<file path="config.mk">
export PLATFORM = sky130hd
export DESIGN_NAME = spi_minion_frontend
export DESIGN_NICKNAME = d
export VERILOG_FILES = /design/src/rtl/spi_minion_frontend.sv
export SDC_FILE = /design/constraint.sdc
export NUM_CORES = 1
export LEC_CHECK = 0
export ABC_AREA = 1
export CAP_MARGIN = 40
export CORE_MARGIN = 1.5
export CORE_UTILIZATION = 30
export DETAILED_ROUTE_END_ITERATION = 12
export PLACE_DENSITY = 0.55
export RECOVER_POWER = 25
export SLEW_MARGIN = 10
export SYNTH_ARGS = -nofsm -noshare
export SYNTH_HDL_FRONTEND = slang
export SYNTH_SLANG_ARGS = --single-unit
</file>
<file path="constraint.sdc">
create_clock -name clk -period 11.3 [get_ports clk]
set_input_delay 1.695 -clock clk [delete_from_list [all_inputs] [get_ports clk]]
set_output_delay 1.695 -clock clk [all_outputs]
set_load 0.03 [all_outputs]
</file>
<file path="src/rtl/spi_minion_frontend.sv">
// rtl/spi_minion_frontend.sv - SPI mode-0 minion front end bridging pad SPI frames to valid/ready packets
//
// Purpose:
//   Receives fixed-width SPI frames (MSB first) into a one-entry receive buffer
//   and shifts out a one-entry reply buffer on miso during the next frame.
//   All pad inputs are asynchronous and are synchronized into clk.
//
// Ports:
//   clk        system clock, every flop lives here
//   reset      asynchronous active-high reset
//   cs         pad chip select, active-low, asynchronous
//   sclk       pad SPI clock (mode 0), asynchronous
//   mosi       pad serial data in, MSB first
//   miso       serial data out, MSB first, 0 while not selected
//   recv_msg   received packet (NBITS), recv_val / recv_rdy handshake
//   send_msg   reply packet (NBITS), send_val / send_rdy handshake
//   parity     XOR reduction of the held received packet (optional)
//   frame_err  sticky: frame ended with a bit count other than NBITS
//   overflow   sticky: complete frame dropped because rx buffer was full
//   err_clr    clears frame_err and overflow
//
// Configuration macro:
//   SPI_MINION_PARITY_EN  when defined, parity = ^recv_msg while recv_val;
//                         otherwise parity is tied to 0.

module spi_minion_frontend #(
    parameter int NBITS = 32
) (
    input  logic             clk,
    input  logic             reset,
    input  logic             cs,
    input  logic             sclk,
    input  logic             mosi,
    output logic             miso,
    output logic [NBITS-1:0] recv_msg,
    output logic             recv_val,
    input  logic             recv_rdy,
    input  logic [NBITS-1:0] send_msg,
    input  logic             send_val,
    output logic             send_rdy,
    output logic             parity,
    output logic             frame_err,
    output logic             overflow,
    input  logic             err_clr
);

    localparam int CW = $clog2(NBITS + 2);
    localparam logic [CW-1:0] CNT_FULL = CW'(NBITS);
    localparam logic [CW-1:0] CNT_SAT  = CW'(NBITS + 1);

    typedef enum logic {
        IDLE   = 1'b0,
        ACTIVE = 1'b1
    } state_t;

    state_t state_q;

    logic cs_s1_q, cs_s2_q, cs_s3_q;
    logic sclk_s1_q, sclk_s2_q, sclk_s3_q;
    logic mosi_s1_q, mosi_s2_q;

    logic [CW-1:0]    bitcnt_q;
    logic [NBITS-1:0] rx_shift_q;
    logic [NBITS-1:0] tx_shift_q;
    logic [NBITS-1:0] rx_buf_q;
    logic [NBITS-1:0] tx_buf_q;
    logic             rx_full_q;
    logic             tx_full_q;
    logic             frame_err_q;
    logic             overflow_q;
    // Holds send_rdy low during reset; rises on the first clock after release.
    logic             out_en_q;

    logic cs_fall, cs_rise, sclk_rise, sclk_fall;
    logic recv_fire, send_fire;
    logic frame_ok, frame_bad, frame_drop;
    logic frame_err_d, overflow_d;

    // cs edges compare the third synchronizer stage against the FSM state,
    // so the state register itself acts as the edge-detect memory.
    assign cs_fall   = (state_q == IDLE) && !cs_s3_q;
    assign cs_rise   = (state_q == ACTIVE) && cs_s3_q;
    assign sclk_rise = sclk_s2_q && !sclk_s3_q;
    assign sclk_fall = !sclk_s2_q && sclk_s3_q;

    assign recv_fire = rx_full_q && recv_rdy;
    assign send_fire = send_val && send_rdy;

    assign frame_ok   = cs_rise && (bitcnt_q == CNT_FULL);
    assign frame_bad  = cs_rise && (bitcnt_q != CNT_FULL);
    // A consumer draining the buffer in the same cycle frees the slot.
    assign frame_drop = frame_ok && rx_full_q && !recv_rdy;

    // Set beats clear when both happen in one cycle.
    assign frame_err_d = frame_bad  || (frame_err_q && !err_clr);
    assign overflow_d  = frame_drop || (overflow_q  && !err_clr);

    always_ff @(posedge clk or posedge reset) begin
        if (reset) begin
            state_q     <= IDLE;
            cs_s1_q     <= 1'b1;
            cs_s2_q     <= 1'b1;
            cs_s3_q     <= 1'b1;
            sclk_s1_q   <= 1'b0;
            sclk_s2_q   <= 1'b0;
            sclk_s3_q   <= 1'b0;
            mosi_s1_q   <= 1'b0;
            mosi_s2_q   <= 1'b0;
            bitcnt_q    <= '0;
            rx_shift_q  <= '0;
            tx_shift_q  <= '0;
            rx_buf_q    <= '0;
            tx_buf_q    <= '0;
            rx_full_q   <= 1'b0;
            tx_full_q   <= 1'b0;
            frame_err_q <= 1'b0;
            overflow_q  <= 1'b0;
            out_en_q    <= 1'b0;
        end else begin
            cs_s1_q   <= cs;
            cs_s2_q   <= cs_s1_q;
            cs_s3_q   <= cs_s2_q;
            sclk_s1_q <= sclk;
            sclk_s2_q <= sclk_s1_q;
            sclk_s3_q <= sclk_s2_q;
            mosi_s1_q <= mosi;
            mosi_s2_q <= mosi_s1_q;
            out_en_q  <= 1'b1;

            case (state_q)
                IDLE: begin
                    if (cs_fall) begin
                        state_q    <= ACTIVE;
                        bitcnt_q   <= '0;
                        tx_shift_q <= tx_full_q ? tx_buf_q : '0;
                    end
                end
                ACTIVE: begin
                    if (cs_rise) begin
                        state_q <= IDLE;
                    end else begin
                        if (sclk_rise) begin
                            rx_shift_q <= {rx_shift_q[NBITS-2:0], mosi_s2_q};
                            if (bitcnt_q != CNT_SAT) begin
                                bitcnt_q <= bitcnt_q + CW'(1);
                            end
                        end
                        if (sclk_fall) begin
                            tx_shift_q <= {tx_shift_q[NBITS-2:0], 1'b0};
                        end
                    end
                end
                default: state_q <= IDLE;
            endcase

            if (frame_ok && !frame_drop) begin
                rx_buf_q  <= rx_shift_q;
                rx_full_q <= 1'b1;
            end else if (recv_fire) begin
                rx_full_q <= 1'b0;
            end

            // send_fire needs !tx_full, so it never collides with the unload.
            // A handshake during cs fall only lands in tx_buf for the next frame.
            if (cs_fall && tx_full_q) begin
                tx_full_q <= 1'b0;
            end else if (send_fire) begin
                tx_buf_q  <= send_msg;
                tx_full_q <= 1'b1;
            end

            frame_err_q <= frame_err_d;
            overflow_q  <= overflow_d;
        end
    end

    assign miso      = (state_q == ACTIVE) ? tx_shift_q[NBITS-1] : 1'b0;
    assign recv_val  = rx_full_q;
    assign recv_msg  = rx_buf_q;
    assign send_rdy  = out_en_q && !tx_full_q;
    assign frame_err = frame_err_q;
    assign overflow  = overflow_q;

`ifdef SPI_MINION_PARITY_EN
    assign parity = rx_full_q && (^rx_buf_q);
`else
    assign parity = 1'b0;
`endif

endmodule
</file>
# ---- Word-level counts from Yosys, hierarchy flattened
# Cells that the tools add are included.
dict set report op_classes {
  reduce_logical 30
  add_sub_neg 1
  bitwise 3
  mux 18
  n_eq_ne 8
}
# operator count
set op_table {}
lappend op_table {{$mux W32} 4}
lappend op_table {{$pmux W32 S2} 1}
lappend op_table {{$mux W6} 4}
lappend op_table {{$logic_and A1 B1 Y1} 15}
lappend op_table {{$ne A6 B6 Y1 const B} 2}
lappend op_table {{$pmux W6 S2} 1}
lappend op_table {{$logic_not A1 Y1} 7}
lappend op_table {{$mux W1} 7}
lappend op_table {{$add A6 B1 Y6 const B} 1}
lappend op_table {{$eq A6 B6 Y1 const B} 1}
lappend op_table {{$ne A2 B1 Y1 const B} 3}
lappend op_table {{$reduce_and A3 Y1} 2}
lappend op_table {{$ne A2 B2 Y1 const B} 2}
lappend op_table {{$reduce_and A4 Y1} 1}
lappend op_table {{$reduce_bool A2 Y1} 2}
lappend op_table {{$not A1 Y1} 3}
lappend op_table {{$logic_or A1 B1 Y1} 2}
lappend op_table {{$pmux W1 S2} 1}
lappend op_table {{$reduce_and A2 Y1} 1}
dict set report totals {
  input_bits 40
  elab_cells 79
  output_inout_bits 38
  ff_bits 148
}

# ---- Depth between registers and ports, before layout
# Gate-level depths: netlist of run 1.
dict set report depth {
  depth_word 7
  ltp_mapped 8
  mapped_depth_nobuf 7
}

# ---- Worst setup path after synthesis of run 1
# No wires, ideal clock.
dict set report synth_path {
  kind {flip-flop to output port}
  from {register tx_full_q}
  to {output port send_rdy}
  path_slack_ns 8.888
  n_path_buf 1
  t_arrival_ns 0.717
  stages_incl_launch_ff 3
  cell_sequence {dfrtp_1 -> buf_4 -> nor2_4}
}
dict set report synth_between {
  elab_chain_cells 2
}
# element line_no
set synth_lines {}
lappend synth_lines {{start, declared} 68} ;# logic tx_full_q;
lappend synth_lines {{start signal, assigned} 115} ;# tx_full_q <= 1'b0;
lappend synth_lines {{start signal, assigned} 166} ;# tx_full_q <= 1'b0;
lappend synth_lines {{start signal, assigned} 169} ;# tx_full_q <= 1'b1;
lappend synth_lines {{$logic_not A1 Y1} 180} ;# assign send_rdy = out_en_q && !tx_full_q;
lappend synth_lines {{$logic_and A1 B1 Y1} 180}
lappend synth_lines {{end, declared} 40} ;# output logic send_rdy,
# No other way between the ends.

==> results of run 1 <==
## cell type report
class / count / area [um^2]
fill: 2067 / 12400
sequential: 148 / 3710
multi-input combinational: 347 / 1820
timing repair buffer: 83 / 858
clock buffer: 21 / 480
inverter: 102 / 384
tap: 270 / 338
clock inverter: 10 / 153
## cell usage after synthesis (all sizes together)
library cell  instances
ha                    3
conb                  2
inv                 102
dfrtp               145
buf                  28
dfstp                 3
nand2               116
nand3                19
mux2                  7
clkbuf                5
o21ai                99
nor3                  1
o22ai                25
nor2                 40
a21oi                32
xor2                  3
## registers in the layout (all words and copies together), names as in the netlist
register    count
tx_buf_q       32
overflow        1
cs_s3_q         1
tx_shift_q     32
cs_s1_q         1
cs_s2_q         1
state_q         1
recv_val        1
frame_err       1
sclk_s1_q       1
sclk_s2_q       1
rx_shift_q     32
mosi_s1_q       1
recv_msg       32
out_en_q        1
bitcnt_q        6
sclk_s3_q       1
tx_full_q       1
mosi_s2_q       1
## layer usage
| metal | vias up | track usage | part of all wire |
|---|---|---|---|
| met2 | 81 | 0.169 | 0.43 |
| met5 | - | 0 | 0 |
| li1 | 2125 | - | - |
| met3 | 13 | 0.0406 | 0.050 |
| met1 | 1939 | 0.163 | 0.51 |
| met4 | 0 | 0.0394 | 0.013 |
## per-stage QoR
stage	cell area [um^2]	util	setup slack (ns)	hold slack, ns	instances
3_3_place_gp	7050	0.350	7.50	0.338	945
3_5_place_dp	7150	0.354	7.80	0.345	950
6_report	7740	0.384	7.13	0.351	981
2_1_floorplan	6150	-	5.63	0.331	630
5_1_grt	7740	0.384	6.60	0.357	981
4_1_cts	7780	0.386	7.70	0.356	981
## worst max-delay path by stage
stage | from | end | slack [ns] | cells past startpoint
after floorplan | reset | bitcnt_q[0] | 5.63 | 1
after global placement | reset | recv_msg[10] | 7.50 | 3
after detailed placement | reset | recv_msg[12] | 7.80 | 4
after CTS | state_q | miso | 7.70 | 3
after global routing | reset | recv_msg[13] | 6.60 | 4
final | reset | recv_msg[26] | 7.13 | 4
## power by group through the flow
stage          Combinational (mW)  Sequential (mW)  Clock (mW)
2_1_floorplan               0.121            0.624           0
3_3_place_gp                0.154            0.630           0
3_5_place_dp                0.161            0.632           0
4_1_cts                     0.162            0.623       0.616
5_1_grt                     0.184            0.631       0.639
6_report                    0.157            0.623       0.599
## cells by family (layout without fill, tap and decap cells)
| group | Yosys count | count (layout) | share of synthesized area |
|---|---|---|---|
| AO/OA/AOI/OAI | 156 | 156 | 0.151 |
| XOR/XNOR | 3 | 3 | 0.00427 |
| adder cells (fa/ha/maj) | 3 | 3 | 0.00610 |
| buffers and inverters | 135 | 216 | 0.0984 |
| flip-flops | 148 | 148 | 0.602 |
| multiplexers | 7 | 7 | 0.0128 |
| other | 2 | 2 | 0.00122 |
| AND/OR/NAND/NOR | 176 | 176 | 0.123 |
## critical path, stage by stage
cell and delay (ns):
clkdlybuf4s50_1 0.41, clkinvlp_2 1.58, buf_4 0.70, buf_12 0.30
## cell usage in the layout, fill, tap and decap left out, types with 7 or more instances in the layout
cell,synthesis,routed
clkbuf_16,0,17
nand3_1,18,18
dfrtp_1,145,145
nor2_1,36,36
mux2_2,7,7
clkdlybuf4s50_1,0,71
o21ai_2,32,32
a21oi_1,32,32
nand2_1,108,110
inv_1,101,101
o22ai_1,25,25
o21ai_0,57,64
==> impl_metrics.ini, run 1 <==
[min_path]
worst_hold_startpoint = sclk_s1_q
whs_path_depth = 0
hold_path_class = reg -> reg
hold_end = sclk_s2_q

[timing]
fin_skew_ns = 0.00758
max_slew_margin = -0.868
setup_tns_ns = 0
finalSetupViolCount = 0
max_slew.worst_pin.slew_ns = 2.79
layout_min_cycle_time_ns = 4.17
fmax_mhz = 240
finalCritPeriodShare = 0.369
finalHoldViolCount = 0
drv_slew = 130
rsz0062_at_grt = false

[power_and_ir_drop]
clock_power_share = 0.434
p_sw_mw = 0.329
p_total_mw = 1.38
p_leak_nw = 3.47
combPwrFrac = 0.114
p_int_mw = 1.05
swShare = 0.238
vdd_drop_max_mv = 0.108
power.density_cell_area_nw_per_um2 = 178
seqPwrFrac = 0.451

[logic_synthesis]
yosysTopAreaCellShare = 0.590
post_synth.cell_area_avg_um2 = 9.77
ys_warn_count = 0
syn_area_um2 = 6150
synth-seq-cells = 148
ys_top_cells_by_area = dfrtp_1, nand2_1, inv_1, o21ai_0, o21ai_2
synth_seq_area_share = 0.602
syn_nets = 673
yosysTopAreaCell = dfrtp_1
syn_inst = 630
synth_cell_types = 27

[worst_setup_path]
worstRegToRegCells = 4
rr_endpoint = rx_shift_q[31]
reg2reg_from = cs_s3_q
cp-end-kind = asynchronous set/reset pin
path_max_fanout = 65
worstSetupPathType = in -> async
cp.required_ns = 11.90
r2r_slack_ns = 8.54
crit_arrival_ns = 4.76
cp-start-kind = primary input

[cts]
htree_levels = 4
cts_buffers = 17
clockBufferDepth = 2
clk_pin_slew_ns = 0.06
post_cts_resized = 0
cts_setup_buffers = 0
cts_tree = yes
clock_sinks = 148
insertion_delay_ns = 0.42
cts_hold_buf = 0
root_buffer = clkbuf_16

[status]
status = finished with violations
violations = max-capacitance violations, max-slew violations

[place]
place_hpwl_um = 7360
port_buffers = 76
gp_congestion = 0.731

[run]
maxCapViolCount = 2

[layout]
nets = 742
drive_gt1_frac = 0.127
area_growth_pct = 25.8
antenna_cells = 0

[die]
row_count = 52
die_y_um = 146
die_width_um = 146
core_um2 = 20200
die_area_um2 = 21400
start_util = 0.305
ios = 78

[route]
drc = 0
drt_first_pass_iters = 5
vias_per_cell = 4.24
ant_nets = 0
routed-via-count = 4158
drtIter0Drc = 233
wirelength_um = 11500
wl_per_cell_um = 11.7

[grt]
grt_max_degree = 66
grt.total_usage = 0.117
antenna_found_initial = 0
grt_overflow_total = 0
grt_pass1_wl_um = 20300
grt_pass1_vias = 4125
Note: power is estimated with default switching activity, not from simulation.
==> run 2, diff against run 1 <==
PLACE_DENSITY = 0.57   (was 0.55)
clock period = 3.7 ns   (was 11.3 ns; I/O delays follow)
==> impl_metrics.ini, run 2 (synthesized netlist as in run 1, its figures left out) <==
[layout]
final_common_cell = dfrtp_1
fillers = 2073
drive_gt1_frac = 0.128
final_util = 0.384
area_growth_pct = 26.0
antenna_cells = 0
nets = 743
fin_cells = 983
layout_common_cells = dfrtp_1, nand2_1, inv_1
final_cell_area_um2 = 7750

[timing]
drv_slew = 0
rsz0062_at_grt = false
max_slew.worst_pin.slew_ns = 1.03
finalCritPeriodShare = 0.640
setup_tns_ns = 0
whs_ns = 0.348
layout_min_cycle_time_ns = 2.37
fmax_mhz = 422
max_slew_margin = 0.309
fin_skew_ns = 0.0101
worst_slack_ns = 1.33
finalHoldViolCount = 0
finalSetupViolCount = 0

[route]
routed-via-count = 4119
ant_nets = 0
wirelength_um = 11300
met3WireLength_um = 513
routedLengthMet1_um = 5810
drc = 0
wl_per_cell_um = 11.5
wl_met2_um = 4840
vias_per_cell = 4.19
drtIter0Drc = 201
highest_layer = met4
drt_first_pass_iters = 4

[worst_setup_path]
cp-end-kind = output pin
worstPathCellList = nor2_1 > clkdlybuf4s50_1
path_max_fanout = 10
cp.required_ns = 3.14
worstSetupPathType = reg -> out
cp-start-kind = flop
cp_slowest_stage_delay_ns = 0.69
crit_arrival_ns = 1.81
worst_path_max_delay_cell = clkdlybuf4s50_1

[grt]
grt_overflow_total = 0
grt_pass1_wl_um = 19300
antenna_found_initial = 0
grt_pass1_vias = 3880
grt_max_degree = 85
grt.total_usage = 0.113

[die]
row_count = 52
die_y_um = 146
start_util = 0.305
core_um2 = 20200
ios = 78
die_area_um2 = 21400
die_width_um = 146

[place]
dp.cells = 951
dp_slack_ns = 1.70
postPlaceCellArea_um2 = 7150
port_buffers = 76
gp_congestion = 0.726
place_hpwl_um = 7060

[cts]
cts_buffers = 17
cts_setup_buffers = 0
clockBufferDepth = 2
insertion_delay_ns = 0.42
htree_levels = 4
cts_tree = yes
cts_hold_buf = 0
clock_sinks = 148
clk_pin_slew_ns = 0.06
post_cts_resized = 0
root_buffer = clkbuf_16

[power_and_ir_drop]
power.density_cell_area_nw_per_um2 = 545
p_total_mw = 4.22
p_leak_nw = 3.46
vdd_drop_max_mv = 0.365

[run]
maxCapViolCount = 0

[status]
status = complete, no violations

[min_path]
hold_path_class = reg -> reg
-- run 2: cell count changes in the layout (fill, tap and decap cells not counted), sizes merged --
cell / previous run / this run
clkdlybuf4s50: 71 / 72
clkinv: 5 / 6
dlygate4sd3: 5 / 4
buf: 6 / 8
clkbuf: 22 / 18
clkinvlp: 2 / 4
bufinv: 4 / 5
-- run 2: worst max-delay path, delay by kind of cell, from the launching register on --
| family | cells | cell delay (ns) |
|---|---|---|
| buffers and inverters | 1 | 0.69 |
| DFF | 1 | 0.51 |
| and+or+nand+nor | 1 | 0.19 |
-- run 2: layer usage --
metal,GRT usage,vias up
met1,0.162,1895
met2,0.158,84
met5,0,-
met4,0.0333,0
li1,-,2131
met3,0.0425,9
-- run 2: path summary, 6_finish.rpt --
| path | slack (ns) | from | to | cells after the start |
|---|---|---|---|---|
| max | 1.33 | tx_full_q | send_rdy | 2 |
| min | 0.35 | sclk_s1_q | sclk_s2_q | 0 |
| max reg2reg | 1.77 | bitcnt_q[0] | recv_msg[3] | 8 |
| min reg2reg | 0.35 | sclk_s1_q | sclk_s2_q | 0 |
| max in group asynchronous | 1.84 | reset | tx_buf_q[4] | 3 |
| min in group asynchronous | 0.78 | reset | tx_buf_q[12] | 2 |
-- run 2: final cells by class --
| class | instances | area [um^2] | area share |
|---|---|---|---|
| sequential | 148 | 3710 | 0.478 |
| multi-input combinational | 347 | 1810 | 0.234 |
| timing repair buffer | 84 | 873 | 0.113 |
| clock buffer | 18 | 429 | 0.0554 |
| inverter | 102 | 384 | 0.0495 |
| tap | 270 | 338 | 0.0436 |
| clock inverter | 14 | 210 | 0.0271 |
-- run 2: power breakdown --
group	internal (mW)	switching, mW
registers	1.82	0.0743
logic	0.195	0.280
clock network	1.19	0.659
total	3.21	1.01
==> run 3, diff against run 2 <==
PLACE_DENSITY = 0.55   (was 0.57)
clock period = 2.2 ns   (was 3.7 ns; I/O delays follow)
==> impl_metrics.ini, run 3 (synthesized netlist as in run 1, its figures left out) <==
[status]
status = complete, no violations

[route]
drc = 0
ant_nets = 0
wl_per_cell_um = 11.6
wirelength_um = 11500
vias_per_cell = 4.29
drt_first_pass_iters = 4
routed-via-count = 4248
drtIter0Drc = 237

[layout]
antenna_cells = 0
seqCellArea_um2 = 3710
drive_gt1_frac = 0.143
multi_input_area_um2 = 1840
nets = 751
layout_common_cells = dfrtp_1, nand2_1, inv_1
area_growth_pct = 27.1
final_common_cell = dfrtp_1
fin_cells = 991
fillers = 2054

[worst_setup_path]
worst_path_max_delay_cell = clkdlybuf4s50_1
cp_num_cells = 3
critical_path.top_delay_family = buffers and inverters
worstPathCellList = nand2_1 > inv_1 > clkdlybuf4s50_1
cp_slowest_stage_delay_ns = 0.67
worstRegToRegCells = 6
cp.required_ns = 1.87
cp-start-kind = flop
path_max_fanout = 10
crit_arrival_ns = 1.71
cp-end-kind = output pin
path_buf_inv = 2
worstSetupPathType = reg -> out

[power_and_ir_drop]
vdd_drop_max_mv = 0.551
power.density_cell_area_nw_per_um2 = 888
p_leak_nw = 3.49

[die]
start_util = 0.305
die_width_um = 146
core_um2 = 20200
ios = 78
die_area_um2 = 21400
die_y_um = 146
row_count = 52

[cts]
clk_pin_slew_ns = 0.06
insertion_delay_ns = 0.42
cts_tree = yes
root_buffer = clkbuf_16
cts_setup_buffers = 0
htree_levels = 4
clock_sinks = 148
cts_buffers = 17
post_cts_resized = 0
cts_hold_buf = 0
clockBufferDepth = 2

[place]
dp.cells = 959
gp_congestion = 0.717
port_buffers = 76
place_hpwl_um = 7640
dp_slack_ns = 0.456

[min_path]
whs_path_depth = 0
hold_path_class = reg -> reg

[timing]
max_slew_margin = 0.443
rsz0062_at_grt = false
finalSetupViolCount = 0
whs_ns = 0.347
setup_tns_ns = 0
fin_skew_ns = 0.00699
drv_slew = 0
max_slew.worst_pin.slew_ns = 0.835
finalCritPeriodShare = 0.925
layout_min_cycle_time_ns = 2.04
worst_slack_ns = 0.165
fmax_mhz = 491
finalHoldViolCount = 0

[grt]
grt_pass1_vias = 4128
grt.total_usage = 0.119
grt_overflow_total = 0
grt_pass1_wl_um = 20400
grt_max_degree = 65
antenna_found_initial = 0

[run]
maxCapViolCount = 0
## run 3: per-layer routing
layer	track usage	vias to the layer above	wire length [um]	part of all wire
li1	-	2158	-	-
met3	0.0334	13	501	0.044
met1	0.164	2000	5750	0.50
met5	0	-	0	0
met4	0.0439	0	138	0.012
met2	0.177	77	5100	0.44
## run 3: area by class of cell
| cell class | count | area share |
|---|---|---|
| Timing Repair Buffer | 92 | 0.121 |
| Inverter | 102 | 0.0491 |
| Clock buffer | 20 | 0.0571 |
| Clock inverter | 12 | 0.0198 |
| Tap cell | 270 | 0.0432 |
| Multi-Input combinational cell | 347 | 0.235 |
| Sequential cell | 148 | 0.474 |
## run 3: power breakdown
group	internal, mW	leakage, nW	switching [mW]
registers	3.07	1.90	0.122
logic	0.346	1.30	0.491
clock network	1.81	0.290	1.10
total	5.23	3.49	1.72
## run 3: final timing paths
kind / from / end / slack [ns]
worst min register to register: sclk_s1_q / sclk_s2_q / 0.35
worst min-delay path: sclk_s1_q / sclk_s2_q / 0.35
worst max register to register: cs_s3_q / recv_msg[3] / 0.50
worst max-delay path: state_q / miso / 0.16
max in group asynchronous: reset / tx_shift_q[30] / 0.55
min in group asynchronous: reset / tx_shift_q[12] / 0.44
## run 3: metrics by stage
stage | utilization | power [mW] | area, um^2
6_report | 0.388 | 6.94 | 7820
5_1_grt | 0.388 | 7.31 | 7820
4_1_cts | 0.390 | 7.06 | 7860
3_5_place_dp | 0.360 | 4.10 | 7250
3_3_place_gp | 0.360 | 4.08 | 7250
2_1_floorplan | - | 3.83 | 6160
## run 3: worst register-to-register path, stage by stage (launching register included)
cell and delay [ns]:
dfstp_1 0.62, nand2_1 0.17, inv_1 0.14, nand3_4 0.24, buf_12 0.26, nand2_1 0.09, o21ai_2 0.05
